$ cat src/rtl/fetch_pkg.sv
// fetch_pkg: shared constants and the queue entry type for the fetch stage.
package fetch_pkg;
    localparam int              XLEN             = 32;
    localparam logic [XLEN-1:0] RESET_PC_DEFAULT = 32'h0040_0000;
    localparam logic [XLEN-1:0] NOP_INSTR        = 32'h0000_0013;

    // One buffered fetch: the instruction word and the PC it was fetched from.
    typedef struct packed {
        logic [XLEN-1:0] instr;
        logic [XLEN-1:0] pc;
    } fetch_entry_t;
endpackage

$ cat src/rtl/fetch_queue.sv
// fetch_queue: small synchronous FIFO of fetch entries with push/pop/flush.
// Flush wins over push and pop in the same cycle. Head is valid whenever
// count is non-zero; storage itself is not reset.
module fetch_queue
    import fetch_pkg::*;
#(
    parameter int DEPTH = 2,
    parameter int CW    = $clog2(DEPTH + 1)
) (
    input  logic         clk,
    input  logic         reset,
    input  logic         push,
    input  fetch_entry_t push_data,
    input  logic         pop,
    input  logic         flush,
    output logic [CW-1:0] count,
    output fetch_entry_t head,
    output logic         valid
);
    localparam int PW = (DEPTH > 1) ? $clog2(DEPTH) : 1;

    fetch_entry_t  mem [DEPTH];
    logic [PW-1:0] rd_ptr;
    logic [PW-1:0] wr_ptr;
    logic          do_push;
    logic          do_pop;

    function automatic logic [PW-1:0] ptr_inc(input logic [PW-1:0] p);
        return (p == PW'(DEPTH - 1)) ? '0 : p + PW'(1);
    endfunction

    assign valid   = (count != '0);
    assign do_pop  = pop && valid;
    assign do_push = push && ((count != CW'(DEPTH)) || do_pop);
    assign head    = mem[rd_ptr];

    // entry storage; written only on an accepted, non-flushed push
    always_ff @(posedge clk) begin
        if (do_push && !flush) mem[wr_ptr] <= push_data;
    end

    // pointers and occupancy
    always_ff @(posedge clk or posedge reset) begin
        if (reset) begin
            rd_ptr <= '0;
            wr_ptr <= '0;
            count  <= '0;
        end else if (flush) begin
            rd_ptr <= '0;
            wr_ptr <= '0;
            count  <= '0;
        end else begin
            if (do_push) wr_ptr <= ptr_inc(wr_ptr);
            if (do_pop)  rd_ptr <= ptr_inc(rd_ptr);
            count <= count + CW'(do_push) - CW'(do_pop);
        end
    end
endmodule

$ cat src/rtl/fetch_unit.sv
// fetch_unit: instruction-fetch stage. Owns the PC, issues in-order imem
// requests under a credit limit (queued + in flight <= FIFO_DEPTH), queues the
// returned words and presents the head to the fetch/decode register.
// A redirect flushes the queue and marks every outstanding fetch for discard.
// Optional macro FETCH_PERF_EN adds saturating stall/redirect/discard counters.
module fetch_unit
    import fetch_pkg::*;
#(
    parameter logic [XLEN-1:0] RESET_PC   = RESET_PC_DEFAULT,
    parameter int              FIFO_DEPTH = 2
) (
    input  logic            clk,
    input  logic            reset,
    output logic            imemReq,
    output logic [XLEN-1:0] imemAddr,
    input  logic            imemGnt,
    input  logic            imemRvalid,
    input  logic [XLEN-1:0] imemRdata,
    input  logic            fdWe,
    input  logic            redirectIN,
    input  logic [XLEN-1:0] redirectPC,
    output logic            validOUT,
    output logic [XLEN-1:0] instructionOUT,
    output logic [XLEN-1:0] pcOUT,
    output logic [XLEN-1:0] pcPlus4OUT
`ifdef FETCH_PERF_EN
    ,
    output logic [31:0]     perfStallCycles,
    output logic [31:0]     perfRedirects,
    output logic [31:0]     perfDiscards
`endif
);
    localparam int CW = $clog2(FIFO_DEPTH + 1);

    logic [XLEN-1:0] pc;
    logic [XLEN-1:0] resp_pc;   // PC of the next response that will be kept
    logic [XLEN-1:0] target;
    logic [CW-1:0]   count;
    logic [CW-1:0]   inflight;
    logic [CW-1:0]   inflight_next;
    logic [CW-1:0]   discard;
    logic [CW:0]     used;
    logic            grant;
    logic            drop;
    logic            push;
    logic            pop;
    logic            q_valid;
    fetch_entry_t    head;
    fetch_entry_t    push_entry;

    // misaligned targets are silently aligned
    assign target        = {redirectPC[XLEN-1:2], 2'b00};
    assign used          = {1'b0, count} + {1'b0, inflight};
    assign imemReq       = !reset && !redirectIN && (used < (CW + 1)'(FIFO_DEPTH));
    assign imemAddr      = pc;
    assign grant         = imemReq && imemGnt;
    assign drop          = imemRvalid && (redirectIN || (discard != '0));
    assign push          = imemRvalid && !drop;
    assign pop           = q_valid && fdWe;
    assign inflight_next = inflight + CW'(grant) - CW'(imemRvalid);
    assign push_entry    = '{instr: imemRdata, pc: resp_pc};

    // kept responses are exactly the current path in order, so their PC is a
    // running counter restarted at each redirect target
    always_ff @(posedge clk or posedge reset) begin
        if (reset) begin
            pc       <= RESET_PC;
            resp_pc  <= RESET_PC;
            inflight <= '0;
            discard  <= '0;
        end else begin
            inflight <= inflight_next;
            if (redirectIN) begin
                pc      <= target;
                resp_pc <= target;
                discard <= inflight_next;
            end else begin
                if (grant) pc <= pc + 32'd4;
                if (push)  resp_pc <= resp_pc + 32'd4;
                if (imemRvalid && (discard != '0)) discard <= discard - CW'(1);
            end
        end
    end

    fetch_queue #(
        .DEPTH (FIFO_DEPTH),
        .CW    (CW)
    ) u_queue (
        .clk       (clk),
        .reset     (reset),
        .push      (push),
        .push_data (push_entry),
        .pop       (pop),
        .flush     (redirectIN),
        .count     (count),
        .head      (head),
        .valid     (q_valid)
    );

    assign validOUT       = q_valid;
    assign instructionOUT = q_valid ? head.instr : NOP_INSTR;
    assign pcOUT          = q_valid ? head.pc : '0;
    assign pcPlus4OUT     = q_valid ? head.pc + 32'd4 : '0;

    // a response with nothing outstanding means memory and fetch disagree
    property p_no_orphan_resp;
        @(posedge clk) disable iff (reset) imemRvalid |-> (inflight != '0);
    endproperty
    assert property (p_no_orphan_resp);

`ifdef FETCH_PERF_EN
    // saturating event counters
    always_ff @(posedge clk or posedge reset) begin
        if (reset) begin
            perfStallCycles <= '0;
            perfRedirects   <= '0;
            perfDiscards    <= '0;
        end else begin
            if (q_valid && !fdWe && (perfStallCycles != '1)) perfStallCycles <= perfStallCycles + 32'd1;
            if (redirectIN && (perfRedirects != '1))         perfRedirects   <= perfRedirects + 32'd1;
            if (drop && (perfDiscards != '1))                perfDiscards    <= perfDiscards + 32'd1;
        end
    end
`endif
endmodule

$ cat config.mk
export PLATFORM = sky130hd
export DESIGN_NAME = fetch_unit
export DESIGN_NICKNAME = d
export VERILOG_FILES = /design/src/rtl/fetch_pkg.sv /design/src/rtl/fetch_queue.sv /design/src/rtl/fetch_unit.sv
export SDC_FILE = /design/constraint.sdc
export NUM_CORES = 1
export LEC_CHECK = 0
export CORE_ASPECT_RATIO = 0.6
export CORE_MARGIN = 2
export CORE_UTILIZATION = 35
export DETAILED_ROUTE_END_ITERATION = 8
export GPL_TIMING_DRIVEN = 0
export PLACE_DENSITY = 0.65
export SLEW_MARGIN = 30
export SYNTH_ARGS = -nofsm -noshare
export SYNTH_HDL_FRONTEND = slang
export SYNTH_SLANG_ARGS = --single-unit
$ cat constraint.sdc
create_clock -name clk -period 13.4 [get_ports clk]
set_clock_uncertainty 0.1 [all_clocks]
set_input_delay 1.34 -clock clk [delete_from_list [all_inputs] [get_ports clk]]
set_output_delay 1.34 -clock clk [all_outputs]
set_load 0.05 [all_outputs]
======== After elaboration in Yosys (flattened, before gate mapping) ========
Memory sizes are Yosys's and may differ from the RTL's.
Index checks and enable logic that the tools add are counted.
operators by class
  $add $sub $neg .......................... 11
  $lt $le $gt $ge ......................... 1
  equality and inequality tests ........... 1
  muxes and demuxes ....................... 18
  reductions and logical operators ........ 22
operators with widths
  kind                     count
  $mux W32                 7
  $add A32 B3 Y32 const B  3
  $reduce_bool A2 Y1       7
  $logic_and A1 B1 Y1      10
  $mux W1                  8
  $mux W2                  3
  $add A2 B1 Y2            2
  $sub A2 B1 Y2            2
  $add A2 B2 Y3            1
  $logic_not A1 Y1         3
  $lt A3 B2 Y1 const B     1
  $add A1 B1 Y1 const B    2
  $logic_or A1 B1 Y1       2
  $ne A2 B2 Y1 const B     1
  $sub A2 B1 Y2 const B    1
storage, ports and cells
  register bits after elaboration ......... 72
  bits in writable memories ............... 128
  input bits .............................. 70
  output and inout port bits .............. 130
  word-level logic and storage cells ...... 61
  memories ................................ 1
memories
  memory       depth  width  rd ports  clocked after memory_dff  wr ports  RTL line           RTL
  u_queue.mem  2      64     1         0                         1         fetch_queue.sv:22  fetch_entry_t mem [DEPTH];

======== Longest topological paths before layout ========
Gate-level depths: netlist of run 1.
  depth in word-level cells ............... 9
  mapped depth ............................ 14
  mapped depth without buffers ............ 12

======== Hierarchy ========
Synthesis of run 1 repeated with hierarchy kept, for this count alone.
unflattened totals
  cell total of the unflattened synthesis .. 818
  area total of the unflattened synthesis .. 9733.1 sq um
modules (own cells, without submodules)
  module       times used  cells an instance  area each (sq um)  sequential area each (sq um)
  fetch_unit   1           596                4870.9             1604.0
  fetch_queue  1           222                4862.2             3943.8

======== Least setup slack after synthesis of run 1 ========
No wires, ideal clock.
  kind .................................... input port to flip-flop
  start point ............................. input redirectIN
  end point ............................... memory u_queue.mem[0][10] (netlist name), enable pin
  library setup time ...................... 0.634 ns
  arrival ................................. 7.708 ns
  slack ................................... 4.957 ns
  stages .................................. 3
  path buffers ............................ 2
  cell sequence ........................... clkbuf_1 > clkbuf_1 > nor4_1
on the way
  longest elaborated chain between the ends .. 8
  elaborated cells on any way between the ends .. 9
  classes of those cells .................. mux: 2; reduce/logical: 7
ends and longest elaborated chain
  what                             RTL line           RTL
  start, declared                  fetch_unit.sv:20   input logic redirectIN,
  $logic_or A1 B1 Y1               fetch_unit.sv:57   assign drop = imemRvalid && (redirectIN || (discard != '0));
  $logic_and A1 B1 Y1              fetch_unit.sv:57
  $logic_not A1 Y1                 fetch_unit.sv:58   assign push = imemRvalid && !drop;
  $logic_and A1 B1 Y1              fetch_unit.sv:58
  $logic_and A1 B1 Y1              fetch_queue.sv:34  assign do_push = push && ((count != CW'(DEPTH)) || do_pop);
  $logic_and A1 B1 Y1 *            fetch_queue.sv:39  if (do_push && !flush) mem[wr_ptr] <= push_data;
  $mux W1 *                        fetch_queue.sv:39
  $mux W1 (not written as such) *  fetch_queue.sv:39
  end, declared                    fetch_queue.sv:22
Mark *: on every way between the ends. The rest lies on a longest branch, timed or not.

======== Worst setup path in the final report of run 1 ========
  start point ............................. register u_queue.rd_ptr
  end point ............................... output pcPlus4OUT[24]
on the way
  longest elaborated chain between the ends .. 3
ends and longest elaborated chain
  what                    RTL line           RTL
  start, declared         fetch_queue.sv:23  logic [PW-1:0] rd_ptr;
  start signal, assigned  fetch_queue.sv:54  if (do_pop) rd_ptr <= ptr_inc(rd_ptr);
  $mem_v2 Z2 W64          n/a
  $add A32 B3 Y32         fetch_unit.sv:103  assign pcPlus4OUT = q_valid ? head.pc + 32'd4 : '0;
  $mux W32                fetch_unit.sv:103
  end, declared           fetch_unit.sv:25   output logic [XLEN-1:0] pcPlus4OUT
No other way between the ends.

==> flow_summary.toml, run 1 <==
[status]
status = "complete, no violations"

[global_route]
grt_util_met3_pct = 4.94
grt-busiest-layer = "met1"
antenna_found_initial = 1
grt_use_met2_pct = 27.0
grt_start_max_net_pins = 41
grt_pass1_wl_um = 42300
met1_usage_pct = 29.4
grt.overflow.total = 0
grtUsageTotal_pct = 19.3
grt_pass1_vias = 7125

[placed_design]
portBuffers = 191
dp.cells = 1410
place.gp.congestion = 0.883
pre_cts_ws_ns = 7.73
dpl.hpwl_um = 21300

[logic_synthesis]
ys_ff_latch = 192
synth.yosys.seq_area_share_pct = 56.1
synth_edf_count = 124
async_flop_share_pct = 35.4
syn_inst = 833
synth_cell_types = 62
synth_area_um2 = 9670
avgSynthCellArea_um2 = 11.6
ys_warn_count = 0
ys.flop_type = "edfxtp_1"

[cts]
cts_buffers = 17
postCtsHoldBufs = 0
cts.clk_slew.worst_paths_ns = 0.08
clkSinkCount = 192
cts_tree = "built"
cts.path.max_buffers = 2
cts_setup_buffers = 0
cts.htree.levels = 4
clk_root_buffer_cell = "clkbuf_16"
cts_resized = 0
clock_latency_ns = 0.45

[route]
remaining_drc_errors = 0
num_vias = 7406
drt-initial-drc-count = 497
drt_wl_total_um = 27500
firstDrtPassIters = 5
viasPerCell = 5.14
wl_per_cell_um = 19.1
drtAntennaViolNets = 0

[pwr]
peakVddDrop_uv = 156
clkPwrFrac_pct = 19.3
p_int_mw = 1.43
power.leakage_nw = 4.49
powerDensity_nw_per_um2 = 215
p_seq_share_pct = 27.5
combPwrFrac_pct = 53.2
netSwitchingFraction_pct = 47.7
p_sw_mw = 1.31
total_power_mw = 2.74

[sta]
hold_viol_final = 0
max_freq_mhz = 162
whs_ns = 0.407
finalMaxSlewViolations = 0
fin_tns_setup_ns = 0
period_minus_slack_ns = 6.18
slew_headroom_pct = 47.8
finalWorstSetupSlack_ns = 7.22
period_share_pct = 46.1
worstMarginPinSlew_ns = 0.784
setup_violations = 0
rsz0062_at_grt = "no"

[critical_path]
worstPathArrival_ns = 4.74
crit_type = "reg -> out"
crit_path_start_kind = "flip-flop"
cp_max_fo = 10
cp_data_required_time_ns = 11.96
endpoint_kind = "output port"
ff2ff_path_depth = 14

[floorplan]
pin_count = 200
die_w_um = 219
die-area_um2 = 29000
initial_utilization_pct = 35.4
design.core.area_um2 = 27300
row_count = 47
die_y_um = 133

[cells_and_area]
syn2layout_area_growth_pct = 32.2
final_cell_mix = "clkdlybuf4s50_1, edfxtp_1, nor2_1, nand2_1, dfrtp_1"
nets = 1141
fill_cells = 2554
final_common_cell = "clkdlybuf4s50_1"
diodes = 0
drive_gt1_share_pct = 11.0
finalNonFillerCells = 1442

[hold_path]
hold_class = "reg -> reg"
whs_path_depth = 0

[flow_run]
maxCapViolCount = 0
==> worst max-delay path, cell delays in order (launching register included) <==
cell and delay, ns:
dfrtp_1 0.48, buf_6 0.20, buf_6 0.17, buf_4 0.22, buf_2 0.35, mux2_2 0.26, ha_1 0.21, inv_1 0.10
a211oi_4 0.46, nand4_2 0.31, o31a_1 0.38, nor3_1 0.25, clkdlybuf4s50_1 0.87
==> state kept, by name, indices dropped and copies added, names as in the netlist <==
| register | flops |
|---|---|
| u_queue.mem | 124 |
| u_queue.rd_ptr | 1 |
| u_queue.wr_ptr | 1 |
| imemAddr | 30 |
| u_queue.count | 2 |
| resp_pc | 30 |
| discard | 2 |
| inflight | 2 |
==> final cells by class <==
class	count	area (um2)	share of cell area, %
Sequential cell	192	5430	42.4
Multi-Input combinational cell	580	3960	31.0
Timing Repair Buffer	205	2010	15.7
Tap cell	367	459	3.59
Clock buffer	17	425	3.33
Buffer	41	218	1.70
Clock inverter	15	193	1.51
Inverter	25	96.3	0.753
==> power by group through the flow <==
stage	Clock (mW)	Combinational [mW]	Sequential, mW
after floorplan	0	0.928	0.799
after global placement	0	1.45	0.775
after detailed placement	0	1.46	0.767
after CTS	0.540	1.47	0.755
after global routing	0.564	1.54	0.764
final	0.529	1.46	0.755
==> cell families after synthesis <==
kind of cell               after synthesis  synth area share (%)
and+or+nand+nor                        319                  17.4
muxes                                   90                  9.70
adders and majority gates                9                  1.24
xor gates and xnor gates                60                  5.43
AOI/OAI and AO/OA                       96                  6.87
buffers and inverters                   66                  3.22
DFF                                    192                  56.1
other                                    1                0.0388
==> synthesized netlist by cell type (all sizes together) (2+ instances only) <==
library cell  instances  area, um2
clkbuf               19       71.3
ha                    8        100
dfstp                 2       52.6
a211oi                4       42.5
o21a                  3       22.5
nor3b                 2       20.0
nand3b               11       82.6
inv                  25       93.8
nand4b                5       50.0
mux2i                60        601
a21boi                5       37.5
nor2                100        375
mux2                 30        338
nand2                67        251
and3                  8       50.1
xor2                 12        105
and2                 11       68.8
o21ai                33        169
edfxtp              124       3720
nor4                  9        114
or4                   2       15.0
or3                   5       31.3
buf                  22        146
nand2b                3       18.8
o31ai                 4       30.0
o31a                  6       52.6
a31oi                 4       25.0
a21oi                 7       35.0
nand4                27        209
and4                 10       87.6
a22oi                 8       65.1
nor2b                 2       12.5
o211ai                9       67.6
nor3                 21        115
nand3                36        180
xnor2                48        420
dfrtp                66       1650
o311ai                9       78.8
==> through the flow <==
| stage | util (%) | instance area (um2) |
|---|---|---|
| after CTS | 46.8 | 12800 |
| after global placement | 44.1 | 12100 |
| after floorplan | - | 9690 |
| final | 46.8 | 12800 |
| after detailed placement | 44.5 | 12200 |
| after global routing | 46.8 | 12800 |
==> metal layers <==
metal  vias up  routed length, um  part of all wire [%]
met3        21               1950                   7.1
met1      3613              13800                    50
met5         -                 13                 0.047
met4         2                257                  0.93
met2       256              11500                    42
li1       3514                  -                     -
==> worst paths after layout <==
check                            startpoint                 end  slack (ns)
setup / recovery             u_queue.rd_ptr      pcPlus4OUT[24]        7.22
hold / removal                  resp_pc[31]  u_queue.mem[0][31]        0.41
setup reg to reg           u_queue.count[0]          discard[1]        9.62
hold reg to reg                 resp_pc[31]  u_queue.mem[0][31]        0.41
max in group asynchronous             reset         resp_pc[22]       11.32
min in group asynchronous             reset         resp_pc[13]        1.27
(Power assumes the default switching activity.)
==> run 2, diff against run 1 <==
==> constraint.sdc (replaced) <==
create_clock -name clk -period 6.4 [get_ports clk]
set_clock_uncertainty 0.1 [all_clocks]
set_input_delay 0.64 -clock clk [delete_from_list [all_inputs] [get_ports clk]]
set_output_delay 0.64 -clock clk [all_outputs]
set_load 0.05 [all_outputs]
==> run 2 against run 1 <==
Sequential power up 110%; die area unchanged; non-clock buffer count down 5; sequential share of layout area increased by 0.13 points; clock power is 95% higher; final cell count shrank 0.35%; combinational power up 110%; register-to-register slack lost 6.9 ns; critical endpoint unchanged.
==> flow_summary.toml, run 2 (synthesis results as in run 1) <==
[global_route]
grt.overflow.total = 0
grt_pass1_vias = 7319
grtUsageTotal_pct = 19.4
grt_pass1_wl_um = 42600
grt_start_max_net_pins = 49
antenna_found_initial = 1

[cells_and_area]
fill_cells = 2522
ff_latch_area_um2 = 5430
regMostFlops = "u_queue.mem"
largest_reg_flops = 124
final_cell_mix = "clkdlybuf4s50_1, edfxtp_1, nor2_1, nand2_1, dfrtp_1"
final_common_cell = "clkdlybuf4s50_1"
syn2layout_area_growth_pct = 31.8
diodes = 0
finalNonFillerCells = 1437
drive_gt1_share_pct = 10.4
fin_area_um2 = 12800
nets = 1136
multi_input_area_um2 = 3970
fin_util_pct = 46.6

[placed_design]
dp.cells = 1405
pre_cts_ws_ns = 1.47
postPlaceCellArea_um2 = 12200
dpl.hpwl_um = 21500
portBuffers = 191
place.gp.congestion = 0.907

[cts]
clkSinkCount = 192
cts.htree.levels = 4
postCtsHoldBufs = 0
cts_buffers = 17
cts_tree = "built"
cts_resized = 0
cts.path.max_buffers = 2
cts_setup_buffers = 0
clock_latency_ns = 0.45
cts.clk_slew.worst_paths_ns = 0.07
clk_root_buffer_cell = "clkbuf_16"

[critical_path]
endpoint_kind = "output port"
path_cells = "buf_6 > buf_6 > buf_4 > buf_2 > mux2_2 > ha_1 > inv_1 > a211oi_4 > nand4_2 > o31a_1 > nor3_1 > clkdlybuf4s50_1"
crit_type = "reg -> out"
cp_slowest_cell = "clkdlybuf4s50_1"
worstPathArrival_ns = 4.74
path_common_cell = "buf_6"
cp_data_required_time_ns = 5.66
max_stage_delay_ns = 0.87
cp_max_fo = 10
crit_path_start_kind = "flip-flop"

[sta]
finalMaxSlewViolations = 0
worstMarginPinSlew_ns = 0.878
finalWorstSetupSlack_ns = 0.922
whs_ns = 0.420
hold_viol_final = 0
fin_tns_setup_ns = 0
rsz0062_at_grt = "no"
period_minus_slack_ns = 5.48
slew_headroom_pct = 41.3
setup_violations = 0
period_share_pct = 85.6
max_freq_mhz = 183

[route]
firstDrtPassIters = 5
num_vias = 7505
remaining_drc_errors = 0
viasPerCell = 5.22
wl_per_cell_um = 19.3
drt-initial-drc-count = 614
drt_wl_total_um = 27700
drtAntennaViolNets = 0

[hold_path]
hold_class = "reg -> reg"

[pwr]
peakVddDrop_uv = 353
total_power_mw = 5.68
power.leakage_nw = 4.45
powerDensity_nw_per_um2 = 445

[flow_run]
maxCapViolCount = 0

[floorplan]
die_y_um = 133
initial_utilization_pct = 35.4
design.core.area_um2 = 27300
pin_count = 200
die-area_um2 = 29000
die_w_um = 219
row_count = 47

[status]
status = "complete, no violations"
[run 2: path summary, 6_finish.rpt]
path	start	to	slack, ns	cells past startpoint
max in group asynchronous	reset	imemAddr[22]	5.12	3
setup reg to reg	u_queue.count[0]	discard[1]	2.70	14
setup / recovery	u_queue.rd_ptr	pcPlus4OUT[24]	0.92	12
hold reg to reg	resp_pc[31]	u_queue.mem[1][31]	0.42	0
min in group asynchronous	reset	inflight[1]	0.49	2
hold / removal	resp_pc[31]	u_queue.mem[1][31]	0.42	0
[run 2: power breakdown]
part           internal (mW)  switching (mW)  total, mW
Sequential              1.46           0.116       1.58
Clock                  0.548           0.481       1.03
Combinational          0.980            2.09       3.07
[run 2: cell type report]
| class | count | area share (%) |
|---|---|---|
| plain buffers | 41 | 1.71 |
| repair buffers | 200 | 15.9 |
| clock buffers | 22 | 3.83 |
| clock inverters | 10 | 0.559 |
| well taps | 367 | 3.60 |
| multi-input cells | 580 | 31.1 |
| flip-flops and latches | 192 | 42.6 |
| inverters | 25 | 0.755 |
[run 2: worst max-delay path, delay by kind of cell, from the launching register on]
family | cells | cell delay (ns)
multiplexers | 1 | 0.26
adder cells (fa/ha/maj) | 1 | 0.22
flip-flops | 1 | 0.45
AND/OR/NAND/NOR | 2 | 0.56
AO/OA/AOI/OAI | 2 | 0.89
buffers and inverters | 6 | 1.90
[run 2: layer usage]
| metal | GRT usage, % | share of wire [%] |
|---|---|---|
| met4 | 4.50 | 0.94 |
| met2 | 27.6 | 43 |
| met5 | 0 | 0.047 |
| met1 | 28.5 | 48 |
| met3 | 6.09 | 8.1 |
